$ cat src/rtl/adjust_ctrl.sv
// adjust_ctrl: closed-loop phase-offset controller driving the 8-bit param word.
// Latency: sig->accumulator 3 cycles; win_valid one cycle after the last window
//          sample; param updates one cycle later (EVAL).
// Backpressure: none; free-running measurement loop gated only by en.
//
// Ports:
//   clk        system clock
//   rst        asynchronous active-low reset
//   sig        comparator feedback (asynchronous, synchronised internally)
//   en         loop enable, level-sensitive; low returns to IDLE
//   level      requested output level, registered into param[7]
//   param      {pol-adjusted level, offset[6:0]}
//   win_count  high-count of the last completed window
//   win_valid  one-cycle pulse when win_count updates
//   locked     LOCK_WIN consecutive in-band windows seen
//   sat        offset pinned at a rail while the error persists
//
// Optional feature macro: ADJUST_CTRL_POLFLIP_EN (polarity flip on saturation).
module adjust_ctrl #(
  parameter int WINDOW_BITS = 11,
  parameter int TARGET      = 1024,
  parameter int HYST        = 32,
  parameter int SETTLE_WIN  = 1,
  parameter int LOCK_WIN    = 4,
  parameter int INIT_OFFSET = 64
) (
  input  logic                 clk,
  input  logic                 rst,
  input  logic                 sig,
  input  logic                 en,
  input  logic                 level,
  output logic [7:0]           param,
  output logic [WINDOW_BITS:0] win_count,
  output logic                 win_valid,
  output logic                 locked,
  output logic                 sat
);

  localparam int CW = WINDOW_BITS + 1;   // accumulator holds the full 2^WINDOW_BITS
  localparam int EW = WINDOW_BITS + 2;   // signed error width
  localparam int LW = $clog2(LOCK_WIN + 1);
  localparam int SW = (SETTLE_WIN > 1) ? $clog2(SETTLE_WIN) : 1;
  localparam int SETTLE_LAST_I = (SETTLE_WIN > 0) ? SETTLE_WIN - 1 : 0;

  localparam logic [WINDOW_BITS-1:0] WIN_LAST    = '1;
  localparam logic [6:0]             INIT_OFS    = 7'(INIT_OFFSET);
  localparam logic [6:0]             OFS_MAX     = 7'h7f;
  localparam logic [6:0]             OFS_MIN     = 7'h00;
  localparam logic signed [EW-1:0]   TGT         = EW'(TARGET);
  localparam logic signed [EW-1:0]   HY_POS      = EW'(HYST);
  localparam logic signed [EW-1:0]   HY_NEG      = -EW'(HYST);
  localparam logic [LW-1:0]          LOCK_CNT    = LW'(LOCK_WIN);
  localparam logic [SW-1:0]          SETTLE_LAST = SW'(SETTLE_LAST_I);

  typedef enum logic [1:0] {IDLE, MEASURE, EVAL, SETTLE} state_t;

  state_t state, state_nxt;

  logic                   sync1, sync2;
  logic [WINDOW_BITS-1:0] wcnt;
  logic [CW-1:0]          acc;
  logic [CW-1:0]          acc_sum;
  logic [6:0]             offset;
  logic                   pol;
  logic                   p7;
  logic [LW-1:0]          band_cnt;
  logic [SW-1:0]          settle_cnt;

  logic                   win_end;
  logic signed [EW-1:0]   err;
  logic                   err_hi, err_lo;

  logic [6:0]             ofs_nxt;
  logic                   pol_nxt;
  logic                   sat_nxt;
  logic                   lock_nxt;
  logic [LW-1:0]          band_nxt;
  logic                   step_chg;

  assign win_end = (wcnt == WIN_LAST);
  assign acc_sum = acc + CW'(sync2);
  // Zero-extend the unsigned count by one bit so the subtraction is signed-safe.
  assign err     = $signed({1'b0, win_count}) - TGT;
  assign err_hi  = (err > HY_POS);
  assign err_lo  = (err < HY_NEG);

  assign param   = {p7, offset};

  // State register.
  always_ff @(posedge clk or negedge rst) begin
    if (!rst) begin
      state <= IDLE;
    end else begin
      state <= state_nxt;
    end
  end

  // Next-state logic. en low wins everywhere, so a window ending on the same
  // edge that en is seen low is dropped without a win_valid.
  always_comb begin
    state_nxt = state;
    case (state)
      IDLE: begin
        if (en) state_nxt = MEASURE;
      end
      MEASURE: begin
        if (!en)          state_nxt = IDLE;
        else if (win_end) state_nxt = EVAL;
      end
      EVAL: begin
        if (!en)                             state_nxt = IDLE;
        else if (step_chg && SETTLE_WIN > 0) state_nxt = SETTLE;
        else                                 state_nxt = MEASURE;
      end
      SETTLE: begin
        if (!en)                                          state_nxt = IDLE;
        else if (win_end && settle_cnt == SETTLE_LAST)    state_nxt = MEASURE;
      end
      default: state_nxt = IDLE;
    endcase
  end

  // Control outputs: offset / polarity / lock / saturation decisions.
  always_comb begin
    ofs_nxt  = offset;
    pol_nxt  = pol;
    sat_nxt  = sat;
    lock_nxt = locked;
    band_nxt = band_cnt;
    case (state)
      IDLE: begin
        if (en) begin
          ofs_nxt = INIT_OFS;
          pol_nxt = 1'b0;
        end
      end
      EVAL: begin
        if (en) begin
          if (err_hi) begin
            band_nxt = '0;
            lock_nxt = 1'b0;
            if (offset == OFS_MAX) begin
              sat_nxt = 1'b1;
`ifdef ADJUST_CTRL_POLFLIP_EN
              // Out of range at the top rail: invert drive and restart mid-scale.
              pol_nxt = ~pol;
              ofs_nxt = INIT_OFS;
`endif
            end else begin
              ofs_nxt = offset + 7'd1;
              sat_nxt = 1'b0;
            end
          end else if (err_lo) begin
            band_nxt = '0;
            lock_nxt = 1'b0;
            if (offset == OFS_MIN) begin
              sat_nxt = 1'b1;
`ifdef ADJUST_CTRL_POLFLIP_EN
              pol_nxt = ~pol;
              ofs_nxt = INIT_OFS;
`endif
            end else begin
              ofs_nxt = offset - 7'd1;
              sat_nxt = 1'b0;
            end
          end else begin
            sat_nxt = 1'b0;
            if (band_cnt < LOCK_CNT) band_nxt = band_cnt + 1'b1;
            lock_nxt = (band_nxt == LOCK_CNT);
          end
        end
      end
      default: ;
    endcase
  end

  // A settle window is needed whenever the adjust stage sees a new word.
  assign step_chg = (ofs_nxt != offset) || (pol_nxt != pol);

  // Datapath registers.
  always_ff @(posedge clk or negedge rst) begin
    if (!rst) begin
      sync1      <= 1'b0;
      sync2      <= 1'b0;
      wcnt       <= '0;
      acc        <= '0;
      win_count  <= '0;
      win_valid  <= 1'b0;
      offset     <= INIT_OFS;
      pol        <= 1'b0;
      p7         <= 1'b0;
      band_cnt   <= '0;
      locked     <= 1'b0;
      sat        <= 1'b0;
      settle_cnt <= '0;
    end else begin
      sync1     <= sig;
      sync2     <= sync1;
      win_valid <= 1'b0;
      offset    <= ofs_nxt;
      pol       <= pol_nxt;
      // Uses the next polarity so a flip and its new offset reach the stage together.
      p7        <= level ^ pol_nxt;
      if (!en) begin
        wcnt       <= '0;
        acc        <= '0;
        band_cnt   <= '0;
        locked     <= 1'b0;
        sat        <= 1'b0;
        settle_cnt <= '0;
      end else begin
        case (state)
          IDLE: begin
            wcnt       <= '0;
            acc        <= '0;
            settle_cnt <= '0;
          end
          MEASURE: begin
            wcnt <= wcnt + 1'b1;
            if (win_end) begin
              win_count <= acc_sum;
              win_valid <= 1'b1;
              acc       <= '0;
            end else begin
              acc <= acc_sum;
            end
          end
          EVAL: begin
            sat        <= sat_nxt;
            locked     <= lock_nxt;
            band_cnt   <= band_nxt;
            settle_cnt <= '0;
          end
          SETTLE: begin
            // Full-length discarded windows; wcnt wraps to 0 on its own.
            wcnt <= wcnt + 1'b1;
            if (win_end) settle_cnt <= settle_cnt + 1'b1;
          end
          default: ;
        endcase
      end
    end
  end

endmodule

$ cat config.mk
export PLATFORM = sky130hd
export DESIGN_NAME = adjust_ctrl
export DESIGN_NICKNAME = d
export VERILOG_FILES = /design/src/rtl/adjust_ctrl.sv
export SDC_FILE = /design/constraint.sdc
export NUM_CORES = 1
export LEC_CHECK = 0
export BUFFER_PORTS_ARGS = -buffer_cell sky130_fd_sc_hd__buf_2
export CAP_MARGIN = 20
export CORE_MARGIN = 2
export CORE_UTILIZATION = 25
export DETAILED_ROUTE_END_ITERATION = 7
export PLACE_DENSITY_LB_ADDON = 0.25
export SKIP_CTS_REPAIR_TIMING = 1
export SLEW_MARGIN = 40
export SYNTH_ARGS = -nofsm -noshare
export SYNTH_HDL_FRONTEND = slang
export SYNTH_SLANG_ARGS = --single-unit
$ cat constraint.sdc
create_clock -name clk -period 2.5 [get_ports clk]
set_input_delay 0 -clock clk [delete_from_list [all_inputs] [get_ports clk]]
set_output_delay 0 -clock clk [all_outputs]
set_load 0.02 [all_outputs]
==> results.yml <==
outcome:
  status: "finished clean"
timing:
  hold_ws_ps: 16.8
  finClkSkew_ps: 11.1
  fmaxAchievable_ghz: 0.429
  setup_viol: 0
  worst_slew_pin_slew_ps: 694
  post-route-worst-setup-slack_ps: 168
  hold_violations: 0
  relSlewSlack_pct: 53.7
  rsz0062_at_grt: "no"
  post-route-min-period_ps: 2330
  finalMaxSlewViolations: 0
  setup_tns_ps: 0
  min_period_over_period_pct: 93.3
logic_synthesis:
  yosysWarningCount: 0
  ys_types: 48
  synth_ff_type: "dfrtp_1"
  yosys.area_share.simple_pct: 20.4
  synth_top_family_by_area: "compound AO/OA/AOI/OAI gates"
  synthCells: 314
  yosysSeqAreaShare_pct: 47.2
  synth_mux_area_share_pct: 1.11
  netlist.area_leader.share_pct: 46.3
  netlist_area_um2: 2920
  synth_compound_gate_area_share_pct: 20.4
  synthAdderAreaFrac_pct: 3.85
  synth.avg_cell_area_um2: 9.30
  syn_nets: 328
  async_flop_share_pct: 100
  synth_seq_cells: 55
  synth_area_leaders: "dfrtp_1 46%, o21ai_0 6.3%, nand2_1 4.4%, ha_1 3.9%, nor2_1 3.1%"
  synth_top_cell_by_area: "dfrtp_1"
  synth-xor-area-share_pct: 3.60
  synth_edf_count: 0
global_route:
  grt_pass1_vias: 2394
  antenna_found_initial: 0
  grt_max_degree: 32
  grt_overflow: 0
  grt_pass1_wl_um: 12200
  track_usage_pct: 11.9
floorplanning:
  row_count: 39
  io_pins: 28
  start_util_pct: 25.6
  die_x_um: 112
  core_um2: 11400
  die-area_um2: 12600
  die_h_um: 112
route:
  antenna_left: 0
  first_pass_iters: 4
  vias_per_cell: 4.90
  vias: 2408
  totalWireLength_um: 7170
  avgRoutedWirePerCell_um: 14.6
  drc: 0
  initialDrtViolationCount: 128
power_and_ir_drop:
  pwr-share-comb_pct: 4.1
  p_seq_share_pct: 53.6
  clockPowerShare_pct: 42.2
  p_int_mw: 1.29
  p_sw_share_pct: 23.2
  switchingPower_mw: 0.388
  ir_drop_mv: 0.295
  total_power_mw: 1.68
  power_leakage_nw: 1.55
  power.density_nw_per_um2: 489
layout:
  final_common_cell: "dfrtp_1"
  fill_cells: 1234
  syn2layout_area_growth_pct: 17.4
  finish.utilization_pct: 30.0
  fin_area_um2: 3430
  layout-drive-gt1-share_pct: 15.5
  fin_nets: 361
  antenna_cells: 0
  final_cell_mix: "54 x dfrtp_1, 37 x o21ai_0, 34 x nand2_1, 27 x buf_2, 24 x nor2_1"
  instances_no_fill: 491
critical_path:
  cp_data_required_time_ps: 2690
  critPathMaxFanout: 9
  arrival_ps: 2520
  worst_setup_path_start_kind: "flip-flop"
  crit_type: "reg2reg"
  cp-end-kind: "flip-flop"
clocking:
  cts_root_buf: "clkbuf_16"
  cts.clk_slew.worst_paths_ps: 80
  cts_sinks: 55
  cts-htree-levels: 2
  cts_buffers: 5
  clk_path_buf_depth: 2
  cts_tree: "yes"
  insertion_delay_ps: 300
placed_design:
  place_inst: 480
  place_ws_ps: 119
  place.gp.congestion: 0.816
  place_area_um2: 3240
  post-dp-hpwl_um: 5200
  port_buffers: 27
min_path:
  worstHoldPathType: "in2reg"
job:
  cap_violations: 0
metal layers:
layer,up-vias,part of all wire [%],GRT usage (%)
met5,-,0,0
met4,0,1.2,3.17
met3,7,3.6,2.11
met2,42,48,20.0
met1,1160,48,15.8
li1,1199,-,-
path summary, 6_finish.rpt:
path                                    from            to  slack [ps]  cells after the start
worst max-delay path            win_count[1]           sat         170                      6
worst min register to register         sync1         sync2         350                      0
worst min-delay path                      en      state[0]          20                      2
min in group asynchronous                rst  win_count[0]         300                      2
worst max register to register  win_count[1]           sat         170                      6
max in group asynchronous                rst     offset[6]        1470                      3
Yosys cell counts, types with 2 or more instances:
cell type,number
dfrtp_1,54
o21ai_0,37
nand2_1,34
nor2_1,24
a21oi_1,17
nand3_1,13
and3_1,12
inv_1,11
a22o_1,10
clkbuf_1,10
ha_1,9
xnor2_1,7
nand2b_1,5
xor2_1,5
a31oi_1,4
a41oi_1,4
nand4_1,4
nor3_1,4
nand3b_1,3
nor4_1,3
o211ai_1,3
o21ai_1,3
o31a_1,3
o31ai_1,3
or3_1,3
or4_1,3
a21boi_0,2
and2_1,2
mux2_2,2
nor2b_1,2
power by group through the flow:
stage	Sequential [mW]	Combinational (mW)	Clock, mW
after global placement	0.916	0.0671	0
final	0.899	0.0692	0.708
after floorplan	0.915	0.0318	0
after detailed placement	0.916	0.0676	0
after CTS	0.899	0.0681	0.728
after global routing	0.899	0.0804	0.764
flip-flops by register name, summed over array words and instances, names as in the netlist:
register	count
win_count	12
win_valid	1
p7	1
acc	12
state	2
wcnt	11
sat	1
sync2	1
offset	7
sync1	1
settle_cnt	1
pol	1
locked	1
band_cnt	3
logic make-up after synthesis:
family          count (synthesis)
simple gates                  118
compound gates                 93
flops                          55
buf+inv                        24
xor+xnor                       12
fa+ha+maj                       9
mux                             3
area by class of cell:
cell class / instances / area [µm²] / share of cell area [%]
timing repair buffer: 39 / 233 / 6.79
inverter: 11 / 41.3 / 1.20
multi-input combinational: 235 / 1450 / 42.4
sequential: 55 / 1380 / 40.2
tap: 143 / 179 / 5.22
clock inverter: 3 / 20.0 / 0.584
clock buffer: 5 / 125 / 3.65
worst max-delay path, stage by stage, from the launching register on:
cell and delay, ps:
dfrtp_1 390, or4_1 560, o31a_1 310, o31a_2 430, inv_1 190, o21ai_0 120, a22o_1 210
Power figures use the tool's default switching activity.
